===== src/rtl/hazard_pkg.sv =====
// Shared types for the hazard scoreboard: forward-select encodings,
// the in-flight scoreboard entry, and the source/entry match helper.
package hazard_pkg;

  localparam int SB_REGW = 5;

  localparam logic [1:0] FWD_NONE = 2'b00;
  localparam logic [1:0] FWD_EX   = 2'b01;
  localparam logic [1:0] FWD_ME   = 2'b10;

  typedef struct packed {
    logic               valid;
    logic               regwrite;
    logic               memtoreg;
    logic [SB_REGW-1:0] dst;
  } sb_entry_t;

  // A source depends on an entry only if it is really read, is not r0,
  // and the entry is a live register-writing instruction targeting it.
  function automatic logic sb_match(input sb_entry_t e,
                                    input logic [SB_REGW-1:0] src,
                                    input logic uses);
    return e.valid & e.regwrite & (e.dst == src) & (src != '0) & uses;
  endfunction

endpackage


===== src/rtl/sat_counter.sv =====
// Saturating up-counter: counts cycles with inc high, sticks at all-ones.
module sat_counter #(
  parameter int WIDTH = 16
) (
  input  logic             clk,
  input  logic             reset,
  input  logic             inc,
  output logic [WIDTH-1:0] count
);

  // Increment until all-ones, then hold.
  always_ff @(posedge clk or negedge reset) begin
    if (!reset)                    count <= '0;
    else if (inc && (count != '1)) count <= count + WIDTH'(1);
  end

endmodule


===== src/rtl/hazard_scoreboard.sv =====
// Pipeline interlock / forwarding controller for the four-stage core.
// Tracks the destinations of the instructions in EX and ME, and from them
// derives load-use stalls, EX/ME forwarding selects and the branch flush.
// Optional: define HAZARD_PERF_EN to add saturating stall/flush counters
// (StallCnt, FlushCnt); without it those ports and counters do not exist.
module hazard_scoreboard
  import hazard_pkg::*;
#(
  parameter int REGW = 5,
  parameter int CNTW = 16
) (
  input  logic            clk,
  input  logic            reset,
  input  logic            Valid_ID,
  input  logic [REGW-1:0] Rs_ID,
  input  logic [REGW-1:0] Rt_ID,
  input  logic            UsesRs_ID,
  input  logic            UsesRt_ID,
  input  logic            RegWrite_ID,
  input  logic            MemToReg_ID,
  input  logic [REGW-1:0] WriteReg_ID,
  input  logic            Stall_EX,
  input  logic            BranchTaken_EX,
  output logic            AnyStall,
  output logic            Bubble_EX,
  output logic            Flush_ID,
  output logic [1:0]      FwdA_ID,
  output logic [1:0]      FwdB_ID
`ifdef HAZARD_PERF_EN
  ,
  output logic [CNTW-1:0] StallCnt,
  output logic [CNTW-1:0] FlushCnt
`endif
);

  // The entry struct carries a fixed-width destination field.
  if (REGW != SB_REGW) begin : g_regw_chk
    $error("hazard_scoreboard: REGW must equal hazard_pkg::SB_REGW");
  end
  if (CNTW < 1) begin : g_cntw_chk
    $error("hazard_scoreboard: CNTW must be at least 1");
  end

  sb_entry_t ex_q, me_q;
  sb_entry_t id_ent;

  logic a_ex, b_ex, a_me, b_me;
  logic load_use, flush, bubble, stall;
  logic [1:0] fwd_a, fwd_b;

  // Decode-stage instruction as it would enter EX.
  always_comb begin
    id_ent          = '0;
    id_ent.valid    = Valid_ID;
    id_ent.regwrite = RegWrite_ID;
    id_ent.memtoreg = MemToReg_ID;
    id_ent.dst      = WriteReg_ID;
  end

  assign a_ex = sb_match(ex_q, Rs_ID, UsesRs_ID);
  assign b_ex = sb_match(ex_q, Rt_ID, UsesRt_ID);
  assign a_me = sb_match(me_q, Rs_ID, UsesRs_ID);
  assign b_me = sb_match(me_q, Rt_ID, UsesRt_ID);

  // A load in EX cannot forward yet: the consumer must wait one cycle.
  assign load_use = (a_ex | b_ex) & ex_q.memtoreg;
  // A taken branch overrides load-use: the consumer is discarded anyway.
  assign flush    = BranchTaken_EX & ~Stall_EX;
  assign stall    = Stall_EX | (load_use & ~flush);
  assign bubble   = load_use & ~Stall_EX & ~BranchTaken_EX;

  // Forward select: non-load EX result first, then whatever ME holds.
  always_comb begin
    fwd_a = FWD_NONE;
    fwd_b = FWD_NONE;
    if (a_ex && !ex_q.memtoreg) fwd_a = FWD_EX;
    else if (a_me)              fwd_a = FWD_ME;
    if (b_ex && !ex_q.memtoreg) fwd_b = FWD_EX;
    else if (b_me)              fwd_b = FWD_ME;
  end

  // Outputs are forced quiet while reset is held, even with inputs active.
  assign AnyStall  = reset & stall;
  assign Bubble_EX = reset & bubble;
  assign Flush_ID  = reset & flush;
  assign FwdA_ID   = reset ? fwd_a : FWD_NONE;
  assign FwdB_ID   = reset ? fwd_b : FWD_NONE;

  // Scoreboard shift on advance; a bubbled or flushed slot enters EX empty.
  always_ff @(posedge clk or negedge reset) begin
    if (!reset) begin
      ex_q <= '0;
      me_q <= '0;
    end else if (!Stall_EX) begin
      me_q <= ex_q;
      ex_q <= (Valid_ID && !bubble && !flush) ? id_ent : '0;
    end
  end

`ifdef HAZARD_PERF_EN
  sat_counter #(.WIDTH(CNTW)) u_stall_cnt (
    .clk   (clk),
    .reset (reset),
    .inc   (AnyStall),
    .count (StallCnt)
  );

  sat_counter #(.WIDTH(CNTW)) u_flush_cnt (
    .clk   (clk),
    .reset (reset),
    .inc   (Flush_ID),
    .count (FlushCnt)
  );
`endif

endmodule


===== config.mk =====
export PLATFORM = sky130hd
export DESIGN_NAME = hazard_scoreboard
export DESIGN_NICKNAME = d
export VERILOG_FILES = /design/src/rtl/hazard_pkg.sv /design/src/rtl/sat_counter.sv /design/src/rtl/hazard_scoreboard.sv
export SDC_FILE = /design/constraint.sdc
export NUM_CORES = 1
export LEC_CHECK = 0
export CORE_MARGIN = 2
export CORE_UTILIZATION = 30
export DETAILED_ROUTE_END_ITERATION = 6
export DONT_BUFFER_PORTS = 1
export GPL_TIMING_DRIVEN = 0
export MAX_ROUTING_LAYER = met4
export PLACE_DENSITY_LB_ADDON = 0.08
export SYNTH_ARGS = -nofsm -noshare
export SYNTH_HDL_FRONTEND = slang
export SYNTH_HIERARCHICAL = 1
export SYNTH_SLANG_ARGS = --single-unit

===== constraint.sdc =====
create_clock -name clk -period 3.1 [get_ports clk]
set_clock_uncertainty 0.05 [all_clocks]
set_input_delay 0.62 -clock clk [delete_from_list [all_inputs] [get_ports clk]]
set_output_delay 0.62 -clock clk [all_outputs]
set_load 0.02 [all_outputs]

==> metrics.md, run 1 <==
| Metric | Value |
|---|---|
| Clock-pin slew on the worst setup and hold paths | 0.09 ns |
| Most frequent cell after synthesis | nand2_1 |
| DRT Pass-1 Iters | 4 |
| CP startpoint kind | input pin |
| Critical Path Source | Rs_ID[1] |
| Simple-Gate Fraction of Synth Area | 0.2134 |
| Max clock buf depth | 2 |
| Top cell type's share of synthesized area | 0.4027 |
| Slew headroom | 0.3496 |
| Commonest cells in the netlist | 18 x nand2_1, 16 x xnor2_1, 15 x dfrtp_1, 8 x o21ai_0, 7 x mux2_2 |
| R2R Setup Slk | 1.30 ns |
| GRT Total Usage | 0.1440 |
| Main combinational cell family by area after synthesis | simple AND/OR/NAND/NOR gates |
| CP required | 2.43 ns |
| Syn nets | roughly 120 |
| Synth-to-Final Area Change | 8.993% |
| Fill cells | approximately 340 |
| Ant diodes | 0 |
| DR DRC count | 0 |
| CTS H-tree lvls | 1 |
| Die Wd | roughly 60 um |
| WS Path Type | input pin to output port |
| Hold Vio Cnt, Final | 0 |
| R2R Path Start | ex_q[3] |
| Pwr per Cell Area | just under 400 mW/mm2 |
| Compound-Gate Fraction of Synth Area | 0.09530 |
| Post-Synth XOR/XNOR Area | 0.1879 |
| Synthesis-stage register bit count | 15 |
| First-pass GRT wire length | 3.643 mm |
| Chip height | 59.74 um |
| Min Hold Slack | ~0.42 ns |
| Drt first-iter violations | 15 |
| Sequential fraction of the synthesis area | 0.4027 |
| End of the worst register-to-register path | ex_q[7] |
| Core area | between 0.003 and 0.004 mm2 |
| Post-synthesis adder-cell area fraction | 0 |
| Distinct cell type count after synthesis | 23 |
| Netlist Area Pre-Place | a little over 900 um2 |
| Hold depth | 2 |
| Num rows | 20 |
| Cell count of the worst reg-to-reg path | 5 |
| YS warnings | 6 |
| Slew Limit Fails | 0 |
| Root buffer cell | clkbuf_4 |
| Leakage Power | 0.3859 nW |
| Status | finished, final reports clean |
| Pwr Total | 0.3945 mW |
| Final Util | 0.3383 |
| Clock period minus final worst setup slack | about 2.8 ns |
| Fraction of final layout cells sized beyond drive strength 1 | 0.1275 |
| I/O pin cnt | 31 |
| Unrepaired setup endpoints after global routing | false |
| Vias in the first global route | 790 |
| Design Area, Final | 0.001016 mm2 |
| Die ar. | 0.003569 mm2 |
| Post-synthesis average cell area | 9.610 um2 |
| Dpl hpwl | 1.751 mm |
| Clock sinks | 15 |
| Initial antenna violation count | 0 |
| DR vias | 705 |
| Layout net count | between 100 and 150 |
| Synth async-reset ratio | 1.000 |
| Fin crit share | 0.9090 |
| Max Cap Violations | 0 |
| RePlAce Congestion | 0.7361 |
| Synth area leaders | dfrtp_1 40%, xnor2_1 15%, mux2_2 8.5% |
| Post-synth EDFFs | 0 |
| Final ANT Viol Nets | 0 |
| Max FO, Critical Path | 4 |
| Mux cell area share after synthesis | 0.08456 |
| Worst skew pair latency | 0.28 ns |
| CTS Buf Count | 3 |
| CTS tree | yes |
| Slew of the pin with the lowest slew margin | 0.9735 ns |
| Overflow after GRT | 0 |
| Final setup fails | 0 |
| Post-placement cell area | 973.4 um2 |
| Most common flop cell mapped by yosys | dfrtp_1 |
| Post-Synthesis Cells | 97 |
| Post-synth top area cell | dfrtp_1 |
| WL/cell | between 15 and 20 um |
| Worst min path class | input pin to flip-flop |
| I/O Buffers | 0 |
| Setup TNS | 0 ns |
| Crit path capture | FwdA_ID[1] |
| Worst EP arrival | between 2 and 2.5 ns |
| IR drop worst, VDD | around 0.16 mV |
| Total wire length | 2.193 mm |
| Largest net degree at the start of global routing | 16 |
| Peak Freq | 354.9 MHz |
| Initial Utilization | 0.3104 |
| CP Capture Type | output port |
| Drt via density | 5.222 |
-- worst min path at each step --
stage | startpoint | to | slack, ns
2_1_floorplan | reset | ex_q[0] | 0.27
3_5_place_dp | reset | ex_q[6] | 0.27
3_3_place_gp | reset | ex_q[6] | 0.27
5_1_grt | WriteReg_ID[0] | ex_q[0] | 0.42
4_1_cts | WriteReg_ID[0] | ex_q[0] | 0.40
6_report | WriteReg_ID[0] | ex_q[0] | 0.42
-- cell families after synthesis --
kind of cell,after synthesis
XOR/XNOR,20
multiplexers,7
AND/OR/NAND/NOR,37
buffers and inverters,4
AO/OA/AOI/OAI,14
flip-flops,15
-- repair_timing --
item                                   4_1_cts  5_1_grt
endpoints found under the hold margin       15        0
setup endpoints to repair                    0        1
gates resized for setup                      0        1
buffers inserted                             0        0
hold buffers                                 1        0
-- stage by stage --
stage,setup slack [ns],instances
after global routing,0.1344,135
after CTS,0.02336,135
after global placement,0.04040,130
final,0.2820,135
after detailed placement,0.02534,130
after floorplan,0.2659,97
-- critical path, cell delays in order --
cell and delay (ns):
or4_1 0.54, o21ai_1 0.21, or3_1 0.26, nor2_1 0.08, nor4_2 0.45
-- per-layer routing --
layer,routed length [um],up-vias,GRT usage
met5,0,-,-
met4,18,0,0.06667
met3,122,2,0.02165
met2,1054,17,0.2220
met1,998,339,0.1850
li1,-,347,-
-- registers in the layout, summed over array words and instances (netlist names) --
signal and flops:
ex_q 8, me_q 7
-- cells in the final DEF (no fill, tap or decap) --
cell type,instances
and3_1,2
and4bb_1,1
or4_4,1
dfrtp_1,15
o21ai_0,8
xor2_1,4
clkbuf_4,3
inv_1,2
or4_1,2
nand2_1,18
a211oi_1,2
nand4_1,2
nor4_1,2
nor4_2,1
o21a_1,1
and3b_1,1
nor2_1,1
mux2_2,7
o21ai_1,2
dlygate4sd3_1,1
nand3_1,3
xnor2_1,16
nor3b_1,2
a21oi_4,1
clkbuf_1,3
or3_1,1
-- cell type report --
class	instances	area (um2)	share of cell area
buffer	2	7.507	0.007389
clock buffer	4	26.28	0.02586
inverter	2	7.507	0.007389
multi-input combinational	78	548.0	0.5394
sequential	15	375.4	0.3695
tap	33	41.29	0.04064
timing repair buffer	1	10.01	0.009852
-- power by group --
part / total (mW) / leakage, nW / switching, mW / internal, mW
Sequential: 0.224 / 0.201 / 0.0150 / 0.209
Clock: 0.109 / 0.0150 / 0.0594 / 0.0499
Combinational: 0.0614 / 0.170 / 0.0285 / 0.0329
Total: 0.395 / 0.386 / 0.103 / 0.292
Note: power is estimated with default switching activity, not from simulation.
==> run 2: changes to the inputs <==
--- a/config.mk
+++ b/config.mk
@@ -6,7 +6,7 @@
 export NUM_CORES = 1
 export LEC_CHECK = 0
 export CORE_MARGIN = 2
-export CORE_UTILIZATION = 30
+export CORE_UTILIZATION = 45
 export DETAILED_ROUTE_END_ITERATION = 6
 export DONT_BUFFER_PORTS = 1
 export GPL_TIMING_DRIVEN = 0
==> constraint.sdc (replaced) <==
create_clock -name clk -period 3.1 [get_ports clk]
set_clock_uncertainty 0.05 [all_clocks]
set_input_delay 0.31 -clock clk [delete_from_list [all_inputs] [get_ports clk]]
set_output_delay 0.31 -clock clk [all_outputs]
set_load 0.02 [all_outputs]
==> metrics.md, run 2 (synthesis results as in run 1) <==
| Metric | Value |
|---|---|
| Fraction of final layout cells sized beyond drive strength 1 | 0.1275 (unchanged) |
| WL/cell | 16.40 um (+0.93%) |
| Die ar. | 0.002451 mm2 (-31%) |
| Crit-path slowest cell | or3_1 |
| Flip-flop and latch area | 375.4 um2 (unchanged) |
| Number of buffers added for setup after CTS | 0 (unchanged) |
| DRT Pass-1 Iters | 3 (-1) |
| Drt via density | 5.736 (+9.8%) |
| Flop pwr share | 0.560 (-0.007) |
| Num rows | 16 (-20%) |
| Sw Share | 0.2758 (+0.01501) |
| Multi-input logic area | 541.8 um2 (-1.1%) |
| Most flops, register | ex_q |
| CP startpoint kind | flip-flop |
| Dpl hpwl | 1.604 mm (-8.4%) |
| Layout net count | 127 (unchanged) |
| CTS resizes | 0 (unchanged) |
| Max clock buf depth | 2 (unchanged) |
| CP Capture Type | output port |
| Cells after DPL | 124 (-4.6%) |
| Max reg flops | 8 (unchanged) |
| Logic pwr share | 0.154 (-0.002) |
| Initial Utilization | 0.4751 (+0.1647) |
| Vias in the first global route | 793 (+0.38%) |
| I/O Buffers | 0 (unchanged) |
| Largest net degree at the start of global routing | 16 (unchanged) |
| DR DRC count | 0 (unchanged) |
| RePlAce Congestion | 0.8008 (+8.8%) |
| CTS Buf Count | 3 (unchanged) |
| Hold Vio Cnt, Final | 0 (unchanged) |
| Slew of the pin with the lowest slew margin | 0.9245 ns (-0.04904 ns) |
| Final ANT Viol Nets | 0 (unchanged) |
| Design Area, Final | 0.001003 mm2 (-1.2%) |
| CTS tree | yes |
| Worst skew pair latency | 0.29 ns (about the same) |
| First-pass GRT wire length | 3.622 mm (-0.58%) |
| Chip height | 49.51 um (-17%) |
| Clock period minus final worst setup slack | 2.518 ns (-0.2996 ns) |
| Most frequent cells in the layout | 18 x nand2_1, 16 x xnor2_1, 15 x dfrtp_1 |
| Synth-to-Final Area Change | 7.651% |
| DR vias | 740 (+5.0%) |
| I/O pin cnt | 31 (unchanged) |
| Leakage Power | 0.3884 nW (+0.63%) |
| Setup TNS | 0 ns (unchanged) |
| CTS H-tree lvls | 1 (unchanged) |
| Initial antenna violation count | 0 (unchanged) |
| Pwr per Cell Area | 398.5 mW/mm2 (+2.6%) |
| Total wire length | 2.115 mm (-3.6%) |
| Root buffer cell | clkbuf_4 |
| Overflow after GRT | 0 (unchanged) |
| Final setup fails | 0 (unchanged) |
| Status | finished, final reports clean |
| Die Wd | 49.51 um (-17%) |
| Pint | 0.2896 mW (-0.69%) |
| CP delay by family, top | simple AND/OR/NAND/NOR gates |
| Core area | 0.001962 mm2 (-35%) |
| Slew Limit Fails | 0 (unchanged) |
| Final Non-Filler Cells | 129 (-4.4%) |
| Slew headroom | 0.3780 (+0.02841) |
| WS Path Type | flip-flop to output port |
| Biggest regs | ex_q x8, me_q x7 |
| Clock sinks | 15 (unchanged) |
| Min Hold Slack | 0.09643 ns (-0.3199 ns) |
| IR drop worst, VDD | 0.2872 mV (+80%) |
| Post-placement cell area | 965.9 um2 (-0.77%) |
| Fin crit share | 0.8124 (-0.09666) |
| CP required | 2.74 ns (+0.31 ns) |
| Worst min path class | input pin to flip-flop |
| Clock-pin slew on the worst setup and hold paths | 0.10 ns (about the same) |
| GRT Total Usage | 0.1996 (+0.05562) |
| Unrepaired setup endpoints after global routing | false |
| Worst EP arrival | 2.16 ns (about the same) |
| Fill cells | 217 (-36%) |
| Clock power frac | 0.286 (+0.009) |
| Drt first-iter violations | 7 (-8) |
| Max Cap Violations | 0 (unchanged) |
| CP bufs+invs | 0 (unchanged) |
| Most common cell after layout, fill and taps aside | nand2_1 |
| NetSw | 0.1103 mW (+7.2%) |
| Crit-path max cell delay | 0.46 ns (-0.08 ns) |
| Hold bufs inserted after CTS | 1 (unchanged) |
| Ant diodes | 0 (unchanged) |
| Max FO, Critical Path | 9 (+5) |
| Pwr Total | 0.3999 mW (+1.4%) |
| Worst-path cell chain | xnor2_1 -> nand4_1 -> or3_1 -> a21oi_4 -> and4bb_1 |
| Peak Freq | 397.1 MHz (+12%) |
## run 2: cell count changes in the layout (fill, tap and decap cells not counted)
| cell | before | now |
|---|---|---|
| clkbuf_1 | 3 | 2 |
| clkinv_2 | 0 | 1 |
| nor4_1 | 2 | 3 |
| nor4_2 | 1 | 0 |
## run 2: final cells by class
type	count	share of cell area
well taps	27	0.03367
plain buffers	2	0.007481
repair buffers	1	0.009975
inverters	2	0.007481
flip-flops and latches	15	0.3741
clock buffers	3	0.02244
clock inverters	1	0.004988
multi-input cells	78	0.5399
## run 2: final timing paths
| path | startpoint | endpoint | slack, ns | cells past startpoint |
|---|---|---|---|---|
| min in group asynchronous | reset | ex_q[0] | 0.45 | 1 |
| min reg2reg | me_q[6] | me_q[6] | 0.46 | 1 |
| max reg2reg | ex_q[1] | ex_q[5] | 1.29 | 5 |
| max | ex_q[1] | Bubble_EX | 0.58 | 5 |
| max in group asynchronous | reset | me_q[4] | 2.12 | 1 |
| min | WriteReg_ID[3] | ex_q[3] | 0.1 | 2 |
## run 2: through the flow
stage	setup slack [ns]	utilization
2_1_floorplan	0.8859	-
3_3_place_gp	0.7403	0.4923
3_5_place_dp	0.6759	0.4923
4_1_cts	0.5673	0.5115
5_1_grt	0.4381	0.5115
6_report	0.5817	0.5115
## run 2: power by group through the flow
stage / clock [mW] / combinational, mW / sequential [mW]
after floorplan: 0 / 0.0497 / 0.224
after global placement: 0 / 0.0558 / 0.228
after detailed placement: 0 / 0.0574 / 0.228
after CTS: 0.119 / 0.0627 / 0.224
after global routing: 0.126 / 0.0695 / 0.227
final: 0.114 / 0.0617 / 0.224
## run 2: routing by layer
layer | vias up | share of wire | track usage
met5 | - | 0 | -
met4 | 0 | 0.020 | 0.1065
met3 | 4 | 0.057 | 0.03939
met2 | 19 | 0.48 | 0.3018
met1 | 362 | 0.45 | 0.2534
li1 | 355 | - | -
